===== src/rtl/branch_ctrl_pkg.sv =====
// branch_ctrl_pkg -- shared definitions for the decode-stage branch controller.
//   * MIPS branch opcodes and REGIMM (rt field) selectors
//   * FSM state encoding BR_IDLE / BR_STALL / BR_DONE
//   * comparator condition select and a branch decode helper
package branch_ctrl_pkg;

  localparam logic [5:0] OP_REGIMM = 6'b000001;
  localparam logic [5:0] OP_BEQ    = 6'b000100;
  localparam logic [5:0] OP_BNE    = 6'b000101;
  localparam logic [5:0] OP_BLEZ   = 6'b000110;
  localparam logic [5:0] OP_BGTZ   = 6'b000111;

  localparam logic [4:0] RT_BLTZ   = 5'b00000;
  localparam logic [4:0] RT_BGEZ   = 5'b00001;
  localparam logic [4:0] RT_BLTZAL = 5'b10000;
  localparam logic [4:0] RT_BGEZAL = 5'b10001;

  typedef enum logic [1:0] {
    BR_IDLE  = 2'd0,
    BR_STALL = 2'd1,
    BR_DONE  = 2'd2
  } br_state_t;

  typedef enum logic [2:0] {
    CMP_EQ  = 3'd0,
    CMP_NE  = 3'd1,
    CMP_LEZ = 3'd2,
    CMP_GTZ = 3'd3,
    CMP_LTZ = 3'd4,
    CMP_GEZ = 3'd5
  } cond_t;

  typedef struct packed {
    logic  is_branch;
    logic  use_rt;
    logic  is_link;
    cond_t cond;
  } br_dec_t;

  // Classify an ID instruction; non-branch REGIMM selectors decode as non-branch.
  function automatic br_dec_t decode_branch(input logic [5:0] op, input logic [4:0] sel);
    br_dec_t d;
    d.is_branch = 1'b0;
    d.use_rt    = 1'b0;
    d.is_link   = 1'b0;
    d.cond      = CMP_EQ;
    case (op)
      OP_BEQ:  begin d.is_branch = 1'b1; d.use_rt = 1'b1; d.cond = CMP_EQ; end
      OP_BNE:  begin d.is_branch = 1'b1; d.use_rt = 1'b1; d.cond = CMP_NE; end
      OP_BLEZ: begin d.is_branch = 1'b1; d.cond = CMP_LEZ; end
      OP_BGTZ: begin d.is_branch = 1'b1; d.cond = CMP_GTZ; end
      OP_REGIMM: begin
        case (sel)
          RT_BLTZ:   begin d.is_branch = 1'b1; d.cond = CMP_LTZ; end
          RT_BGEZ:   begin d.is_branch = 1'b1; d.cond = CMP_GEZ; end
          RT_BLTZAL: begin d.is_branch = 1'b1; d.is_link = 1'b1; d.cond = CMP_LTZ; end
          RT_BGEZAL: begin d.is_branch = 1'b1; d.is_link = 1'b1; d.cond = CMP_GEZ; end
          default:   d.is_branch = 1'b0;
        endcase
      end
      default: d.is_branch = 1'b0;
    endcase
    return d;
  endfunction

endpackage


===== src/rtl/branch_fwd_sel.sv =====
// branch_fwd_sel -- operand source select and hazard detect for one branch operand.
// Ports:
//   src                          in 5  : source register number
//   ex_wreg, ex_waddr            in    : EX-stage register write
//   mem_wreg, mem_waddr,
//   mem_memtoreg, mem_alu_out    in    : MEM-stage register write
//   rf_rdata                     in 32 : register file read for src
//   operand                      out 32: selected operand value
//   hazard                       out 1 : producer not yet resolvable ($0 never hazards)
module branch_fwd_sel (
  input  logic [4:0]  src,
  input  logic        ex_wreg,
  input  logic [4:0]  ex_waddr,
  input  logic        mem_wreg,
  input  logic [4:0]  mem_waddr,
  input  logic        mem_memtoreg,
  input  logic [31:0] mem_alu_out,
  input  logic [31:0] rf_rdata,
  output logic [31:0] operand,
  output logic        hazard
);

  logic src_nz;
  logic mem_hit;
  logic fwd;

  assign src_nz  = (src != 5'd0);
  assign mem_hit = mem_wreg && (mem_waddr == src) && src_nz;
  // A MEM-stage ALU result is final and can be forwarded; a MEM-stage load is not.
  assign fwd     = mem_hit && !mem_memtoreg;
  assign operand = fwd ? mem_alu_out : rf_rdata;
  assign hazard  = (src_nz && ex_wreg && (ex_waddr == src)) || (mem_hit && mem_memtoreg);

endmodule


===== src/rtl/eqcmp.sv =====
// eqcmp -- branch condition comparator.
// Ports:
//   a, b  in 32 : rs and rt operands (b only matters for EQ/NE)
//   cond  in    : condition select (cond_t)
//   y     out 1 : condition holds
module eqcmp
  import branch_ctrl_pkg::*;
(
  input  logic [31:0] a,
  input  logic [31:0] b,
  input  cond_t       cond,
  output logic        y
);

  logic a_zero;
  assign a_zero = (a == 32'd0);

  // Signed tests against zero only need the sign bit and a zero detect.
  always_comb begin
    y = 1'b0;
    case (cond)
      CMP_EQ:  y = (a == b);
      CMP_NE:  y = (a != b);
      CMP_LEZ: y = a[31] | a_zero;
      CMP_GTZ: y = ~a[31] & ~a_zero;
      CMP_LTZ: y = a[31];
      CMP_GEZ: y = ~a[31];
      default: y = 1'b0;
    endcase
  end

endmodule


===== src/rtl/branch_ctrl.sv =====
// branch_ctrl -- decode-stage branch controller for the 5-stage MIPS pipeline.
// Detects branches in ID, forwards MEM ALU results, stalls IF/ID on unresolved
// producers, evaluates the condition and drives PC redirect / target / link.
// A branch is resolved at most once while ID is held (DONE state).
// Optional feature: define BRANCH_STATS_EN to add statistics counters.
// Ports:
//   clk, rst (sync, active-high)
//   id_valid, id_hold, id_op, id_rs, id_rt, id_pc_plus4, id_imm : ID stage
//   rf_rdata1, rf_rdata2                                       : register file reads
//   ex_wreg/ex_waddr, mem_wreg/mem_waddr/mem_memtoreg/mem_alu_out : writers
//   br_stall, br_flush_e, br_taken, br_target, br_link, br_link_addr : outputs
//   stat_taken, stat_not_taken, stat_stall (BRANCH_STATS_EN only)
module branch_ctrl
  import branch_ctrl_pkg::*;
#(
  parameter int STAT_W = 32
) (
  input  logic        clk,
  input  logic        rst,
  input  logic        id_valid,
  input  logic        id_hold,
  input  logic [5:0]  id_op,
  input  logic [4:0]  id_rs,
  input  logic [4:0]  id_rt,
  input  logic [31:0] id_pc_plus4,
  input  logic [31:0] id_imm,
  input  logic [31:0] rf_rdata1,
  input  logic [31:0] rf_rdata2,
  input  logic        ex_wreg,
  input  logic [4:0]  ex_waddr,
  input  logic        mem_wreg,
  input  logic [4:0]  mem_waddr,
  input  logic        mem_memtoreg,
  input  logic [31:0] mem_alu_out,
  output logic        br_stall,
  output logic        br_flush_e,
  output logic        br_taken,
  output logic [31:0] br_target,
  output logic        br_link,
  output logic [31:0] br_link_addr
`ifdef BRANCH_STATS_EN
  ,
  output logic [STAT_W-1:0] stat_taken,
  output logic [STAT_W-1:0] stat_not_taken,
  output logic [STAT_W-1:0] stat_stall
`endif
);

  br_dec_t   dec;
  logic      is_br;
  logic [31:0] op_a, op_b;
  logic      hz_rs, hz_rt, hazard;
  logic      cond_true;
  logic      stall, resolve;
  br_state_t state, state_next;

  assign dec   = decode_branch(id_op, id_rt);
  assign is_br = id_valid && dec.is_branch;

  branch_fwd_sel u_fwd_rs (
    .src          (id_rs),
    .ex_wreg      (ex_wreg),
    .ex_waddr     (ex_waddr),
    .mem_wreg     (mem_wreg),
    .mem_waddr    (mem_waddr),
    .mem_memtoreg (mem_memtoreg),
    .mem_alu_out  (mem_alu_out),
    .rf_rdata     (rf_rdata1),
    .operand      (op_a),
    .hazard       (hz_rs)
  );

  branch_fwd_sel u_fwd_rt (
    .src          (id_rt),
    .ex_wreg      (ex_wreg),
    .ex_waddr     (ex_waddr),
    .mem_wreg     (mem_wreg),
    .mem_waddr    (mem_waddr),
    .mem_memtoreg (mem_memtoreg),
    .mem_alu_out  (mem_alu_out),
    .rf_rdata     (rf_rdata2),
    .operand      (op_b),
    .hazard       (hz_rt)
  );

  // rt is only an operand for BEQ/BNE; for REGIMM it is a selector.
  assign hazard = hz_rs || (dec.use_rt && hz_rt);

  eqcmp u_cmp (
    .a    (op_a),
    .b    (op_b),
    .cond (dec.cond),
    .y    (cond_true)
  );

  // FSM state register.
  always_ff @(posedge clk) begin
    if (rst) begin
      state <= BR_IDLE;
    end else begin
      state <= state_next;
    end
  end

  // Next state plus stall/resolve strobes; DONE blocks re-resolution while ID is held.
  always_comb begin
    state_next = state;
    stall      = 1'b0;
    resolve    = 1'b0;
    if (rst) begin
      state_next = BR_IDLE;
    end else begin
      case (state)
        BR_IDLE, BR_STALL: begin
          if (!is_br) begin
            state_next = BR_IDLE;
          end else if (hazard) begin
            stall      = 1'b1;
            state_next = BR_STALL;
          end else begin
            resolve    = 1'b1;
            state_next = id_hold ? BR_DONE : BR_IDLE;
          end
        end
        BR_DONE: state_next = id_hold ? BR_DONE : BR_IDLE;
        default: state_next = BR_IDLE;
      endcase
    end
  end

  assign br_stall     = stall;
  assign br_flush_e   = stall;
  assign br_taken     = resolve && cond_true;
  assign br_link      = resolve && dec.is_link;
  assign br_target    = id_pc_plus4 + (id_imm << 2);
  assign br_link_addr = id_pc_plus4 + 32'd4;

`ifdef BRANCH_STATS_EN
  // Statistics counters; wrap naturally at 2^STAT_W.
  always_ff @(posedge clk) begin
    if (rst) begin
      stat_taken     <= '0;
      stat_not_taken <= '0;
      stat_stall     <= '0;
    end else begin
      if (resolve && cond_true)  stat_taken     <= stat_taken + STAT_W'(1);
      if (resolve && !cond_true) stat_not_taken <= stat_not_taken + STAT_W'(1);
      if (stall)                 stat_stall     <= stat_stall + STAT_W'(1);
    end
  end
`endif

endmodule


===== config.mk =====
export PLATFORM = sky130hd
export DESIGN_NAME = branch_ctrl
export DESIGN_NICKNAME = d
export VERILOG_FILES = /design/src/rtl/branch_ctrl_pkg.sv /design/src/rtl/branch_fwd_sel.sv /design/src/rtl/eqcmp.sv /design/src/rtl/branch_ctrl.sv
export SDC_FILE = /design/constraint.sdc
export NUM_CORES = 1
export LEC_CHECK = 0
export CORE_MARGIN = 2
export CORE_UTILIZATION = 25
export DETAILED_ROUTE_END_ITERATION = 16
export GPL_TIMING_DRIVEN = 1
export PLACE_DENSITY_LB_ADDON = 0.08
export SLEW_MARGIN = 20
export SYNTH_ARGS = -nofsm -noshare
export SYNTH_HDL_FRONTEND = slang
export SYNTH_SLANG_ARGS = --single-unit
export TNS_END_PERCENT = 20

===== constraint.sdc =====
create_clock -name clk -period 6.6 [get_ports clk]
set_input_delay 1.32 -clock clk [delete_from_list [all_inputs] [get_ports clk]]
set_output_delay 1.32 -clock clk [all_outputs]
set_load 0.01 [all_outputs]

==> impl_metrics.yaml, run 1 <==
synthesis:
  syn_inst: 615
  ys_seq_area_share_pct: 0.949
  synth.avg_cell_area_um2: 6.86
  synth_area_mm2: 0.00422
  synth_nets: 839
  ys.flop_type: "dfxtp_1"
  ys_ff_latch: 2
  synthDistinctLibCells: 70
  synth-edff-count: 0
  synthArstFlopShare_pct: 0
  ys_warn_count: 0
layout:
  nNetsFinal: 1091
  fill_cells: 1718
  insertedDiodeCount: 0
  syn_to_final_growth_pct: 68.0
  fin_area_mm2: 0.00709
  top_register: "state"
  layout-drive-gt1-share_pct: 3.70
  fin_cells: 1085
  reg_top3: "state (2)"
  largest_reg_flops: 2
setup_path:
  path_max_fanout: 7
  crit_type: "input port to output pin"
  start_kind: "input port"
  crit_arrival_ps: 5070
  required_ps: 5280
  cp-end-kind: "output pin"
cts:
  clockBufferDepth: 2
  cts-htree-levels: 1
  cts_inserted_buffers: 3
  cts_root_buffer: "clkbuf_16"
  clock_latency_ps: 220
  cts_tree: "yes"
  numClockSinks: 2
  clkTransAtPathRegs_ps: 30
detailed_routing:
  wl_per_cell_um: 16.7
  vias: 5705
  ant_nets: 0
  drtIter0Drc: 378
  firstDrtPassIters: 6
  drc: 0
  viasPerCell: 5.26
  routed_wl_um: 18200
power:
  p_int_uw: 383
  seq_power_share_pct: 1.9
  power.share.clock_pct: 14.0
  netSwitchingFraction_pct: 39.9
  ir_worst_vdd_mv: 0.154
  p_per_area_mw_per_mm2: 89.9
  combPwrFrac_pct: 84.1
  power_leakage_nw: 2.64
  power_switching_uw: 254
global_route:
  use_met3_pct: 3.02
  grt_max_degree: 17
  use_met1_pct: 25.8
  grt_pass1_vias: 5644
  grt_antenna_before_repair: 0
  top_usage_layer: "met2"
  grt.total_usage_pct: 19.2
  grtUsageMet2_pct: 32.9
  grt_overflow: 0
  grt_pass1_wl_um: 28500
floorplan:
  dieArea_mm2: 0.0179
  start_util_pct: 25.5
  rows: 47
  design.portCount: 261
  dieWidth_um: 134
  die_y_um: 134
  core-area_mm2: 0.0165
placed_design:
  io_buffers: 252
  dp_hpwl_um: 15800
  place_inst: 1082
  dp_slack_ps: -8.97
  place_area_mm2: 0.00700
  gp_congestion: 0.889
timing:
  relSlewSlack_pct: 59.4
  setup_ws_ps: 215
  worst_pin_slew_ps: 603
  setup_violations: 0
  hold_viol: 0
  finalCritPeriodShare_pct: 96.7
  maxSlewViolCount: 0
  period_minus_slack_ps: 6390
  worst_clock_skew_ps: 0.931
  rsz0062_at_grt: "false"
  clock.fmax_mhz: 157
worst_hold_path:
  holdCritPathClass: "flop to flop"
status:
  status: "complete, no violations"
run:
  maxCapViolations: 0
==> per-layer routing <==
metal,vias to the layer above,wire [um]
li1,2827,-
met1,2617,8160
met2,240,8290
met3,21,1410
met4,0,296
met5,-,0
==> power by group through the flow <==
stage	clock, mW	combinational (mW)	sequential, mW
final	0.0890	0.536	0.0123
after global routing	0.0915	0.583	0.0123
after CTS	0.0906	0.537	0.0123
after detailed placement	0	0.534	0.0125
after global placement	0	0.531	0.0124
after floorplan	0	0.241	0.0124
==> repair_timing <==
item / 4_1_cts / 5_1_grt
pin swaps: 0 / 2
setup endpoints to repair: 1 / 3
hold buffers: 0 / 0
setup buffers: 0 / 0
resized for setup: 1 / 4
==> through the flow <==
step                TNS, ps  hold slack [ps]  power (mW)  util, %
finish                    0              502       0.637     42.9
global route              0              554       0.687     42.9
CTS                       0              504       0.640     42.9
detailed placement    -8.97              497       0.546     42.4
global placement          0              478       0.543     42.4
floorplan                 0              459       0.254        -
==> kinds of logic after synthesis <==
group	synth area share, %
AOI/OAI and AO/OA	27.9
and+or+nand+nor	30.8
xor gates and xnor gates	22.6
buffers and inverters	5.66
adders and majority gates	9.37
muxes	2.64
DFF	0.949
==> synthesized netlist by cell type, types with 3 or more instances <==
master,instances,area (um2)
or2_2,4,25.0
buf_4,5,37.5
clkbuf_1,7,26.3
a211oi_1,4,30.0
a21boi_0,5,37.5
or3_1,6,37.5
o221ai_1,10,87.6
a21o_1,8,60.1
nand2b_1,11,68.8
and3_1,6,37.5
a21oi_1,38,190
o21a_1,4,30.0
nor2_1,38,143
o22a_1,6,52.6
and2_1,3,18.8
a22oi_1,4,30.0
a22o_1,5,43.8
nor4_1,22,138
nand4_1,23,144
o311ai_0,3,26.3
mux2i_1,10,100
xor2_1,43,377
o211ai_1,5,37.5
inv_1,38,143
nor3_1,20,100
or4_1,5,37.5
nand2_1,44,165
o21bai_1,3,22.5
o31ai_1,3,22.5
o22ai_1,13,81.3
o21ai_0,25,125
ha_1,30,375
xnor2_1,66,578
a221oi_1,5,43.8
nor2b_1,11,68.8
nand3_1,33,165
==> path summary, 6_finish.rpt <==
kind	startpoint	to	slack, ps	cells past startpoint
worst min-delay path	state[1]	state[0]	500	1
worst max register to register	state[1]	state[1]	5800	3
worst min register to register	state[1]	state[0]	500	1
worst max-delay path	id_rt[2]	br_taken	210	11
==> area by class of cell <==
class / count / area, um2 / share of cell area [%]
multi-input combinational: 559 / 3950 / 55.7
timing repair buffer: 263 / 2610 / 36.8
tap: 220 / 275 / 3.88
inverter: 38 / 143 / 2.01
clock buffer: 3 / 75.1 / 1.06
sequential: 2 / 40.0 / 0.565
==> cell usage in the layout, fill, tap and decap left out, drive strengths merged, types with 23 or more instances in the layout <==
cell	netlist	layout
a21oi	38	38
clkdlybuf4s50	0	252
ha	30	30
inv	38	38
nand2	45	45
nand3	33	33
nand4	23	23
nor2	40	40
nor4	23	23
o21ai	27	27
xnor2	66	66
xor2	43	43
==> critical path, stage by stage <==
cell and delay [ps]:
clkdlybuf4s50_1 490, xnor2_1 300, or4b_4 560, nor2_4 250, o21ai_2 80, a2111o_1 410, or4_1 490, a21oi_1 180
a31oi_1 130, mux2_1 340, clkdlybuf4s50_1 490
Note: power is estimated with default switching activity, not from simulation.
==> run 2: changes to the inputs <==
--- a/config.mk
+++ b/config.mk
@@ -10,6 +10,7 @@
 export DETAILED_ROUTE_END_ITERATION = 16
 export GPL_TIMING_DRIVEN = 1
 export PLACE_DENSITY_LB_ADDON = 0.08
+export SETUP_SLACK_MARGIN = 0.3
 export SLEW_MARGIN = 20
 export SYNTH_ARGS = -nofsm -noshare
 export SYNTH_HDL_FRONTEND = slang
==> run 2 against run 1 <==
Flip-flop and latch count unchanged; critical endpoint is now br_target[31]; highest routed layer unchanged; routed wire length increased by 0.40%; global-route usage up 0.060 points; die area unchanged; utilization increased by 0.57 points; sequential power barely moved; fmax up 5.0%.
==> impl_metrics.yaml, run 2 (same netlist as run 1, synthesis figures left out) <==
timing:
  holdWs_ps: 502
  period_minus_slack_ps: 6080
  maxSlewViolCount: 0
  rsz0062_at_grt: "true"
  setup_violations: 0
  clock.fmax_mhz: 164
  finalCritPeriodShare_pct: 92.1
  relSlewSlack_pct: 54.8
  worst_clock_skew_ps: 0.931
  hold_viol: 0
  setup_ws_ps: 519
  worst_pin_slew_ps: 672
global_route:
  grt_pass1_wl_um: 28600
  grt_pass1_vias: 5666
  grt_max_degree: 17
  grt_overflow: 0
  grt.total_usage_pct: 19.2
  grt_antenna_before_repair: 0
layout:
  fin_area_mm2: 0.00718
  reg_top3: "state (2)"
  nNetsFinal: 1094
  insertedDiodeCount: 0
  top_register: "state"
  layout-drive-gt1-share_pct: 5.07
  fin_cells: 1088
  mostFrequentLayoutCells: "clkdlybuf4s50_1 (249), xnor2_1 (65), nand2_1 (44)"
  final_common_cell: "clkdlybuf4s50_1"
  fill_cells: 1711
  syn_to_final_growth_pct: 70.2
  largest_reg_flops: 2
setup_path:
  crit_arrival_ps: 4760
  start_kind: "input port"
  cp_cell_sequence: "clkdlybuf4s50_1 > ha_1 > a21o_1 > a21oi_1 > a21oi_1 > o21ai_0 > a41oi_1 > a211oi_1 > o31ai_1 > a21oi_1 > xnor2_1 > clkdlybuf4s50_1"
  required_ps: 5280
  cp-end-kind: "output pin"
  max_stage_delay_ps: 550
  cp_num_buf_inv: 2
  path_max_fanout: 5
  crit_type: "input port to output pin"
  critical_path.top_delay_family: "compound AO/OA/AOI/OAI gates"
  slowest_stage: "clkdlybuf4s50_1"
  cp_common_cell: "a21oi_1"
cts:
  clock_latency_ps: 220
  clockBufferDepth: 2
  cts_tree: "yes"
  cts_inserted_buffers: 3
  cts-htree-levels: 1
  cts_root_buffer: "clkbuf_16"
  numClockSinks: 2
  clkTransAtPathRegs_ps: 30
floorplan:
  core-area_mm2: 0.0165
  dieArea_mm2: 0.0179
  design.portCount: 261
  dieWidth_um: 134
  start_util_pct: 25.5
  die_y_um: 134
  rows: 47
detailed_routing:
  drc: 0
  firstDrtPassIters: 5
  drtIter0Drc: 328
  wl_per_cell_um: 16.8
  routed_wl_um: 18200
  vias: 5690
  ant_nets: 0
  viasPerCell: 5.23
placed_design:
  io_buffers: 252
  dp_slack_ps: -8.97
  place_inst: 1082
  place_area_mm2: 0.00700
  gp_congestion: 0.889
  dp_hpwl_um: 15800
power:
  power_leakage_nw: 2.70
  p_int_uw: 385
  seq_power_share_pct: 1.9
  combPwrFrac_pct: 84.3
  p_per_area_mw_per_mm2: 89.6
  power_switching_uw: 258
  netSwitchingFraction_pct: 40.1
  power.share.clock_pct: 13.8
  ir_worst_vdd_mv: 0.154
worst_hold_path:
  holdCritPathClass: "flop to flop"
run:
  maxCapViolations: 0
status:
  status: "complete, no violations"
-- run 2: changes by cell type in the layout (fill, tap and decap cells not counted), moves of 2 or more --
cell,change
xor2_1,-4
dlymetal6s2s_1,+2
xor2_2,+4
buf_4,+3
clkdlybuf4s50_1,-3
-- run 2: per-layer routing --
layer	GRT usage [%]	wire (um)	part of all wire [%]	up-vias
met3	3.02	1390	7.6	23
met2	33.1	8350	46	235
li1	-	-	-	2827
met5	0	0	0	-
met4	3.13	318	1.7	0
met1	25.7	8170	45	2605
-- run 2: final timing paths --
check | from | to | slack [ps] | depth (start not counted)
hold / removal | state[1] | state[0] | 500 | 1
setup reg to reg | state[1] | state[1] | 5800 | 3
setup / recovery | id_pc_plus4[5] | br_target[31] | 520 | 12
hold reg to reg | state[1] | state[0] | 500 | 1
-- run 2: timing repair --
action / in CTS / in global routing
hold buffers: 0 / 0
setup buffers: 3 / 0
endpoints found under the setup margin: 4 / 8
resized for setup: 7 / 13
endpoints found under the hold margin: 0 / 0
pin swaps: 3 / 2
-- run 2: metrics by stage --
stage                     total power [mW]  setup TNS [ps]  utilization (%)
after floorplan                      0.254               0                -
after global placement               0.543               0             42.4
after detailed placement             0.546           -8.97             42.4
after CTS                            0.643               0             43.1
after global routing                 0.693               0             43.5
final                                0.643               0             43.5
-- run 2: power groups by stage --
stage | Clock (mW) | Sequential (mW) | Combinational, mW
after floorplan | 0 | 0.0124 | 0.241
after global placement | 0 | 0.0124 | 0.531
after detailed placement | 0 | 0.0125 | 0.534
after CTS | 0.0906 | 0.0123 | 0.540
after global routing | 0.0915 | 0.0123 | 0.589
final | 0.0890 | 0.0123 | 0.542
-- run 2: area by class of cell --
cell class	count	area (um2)	share of cell area [%]
clock buffer	3	75.1	1.05
inverter	38	143	1.99
multi-input combinational	559	4020	55.9
sequential	2	40.0	0.557
tap	220	275	3.83
timing repair buffer	266	2630	36.6
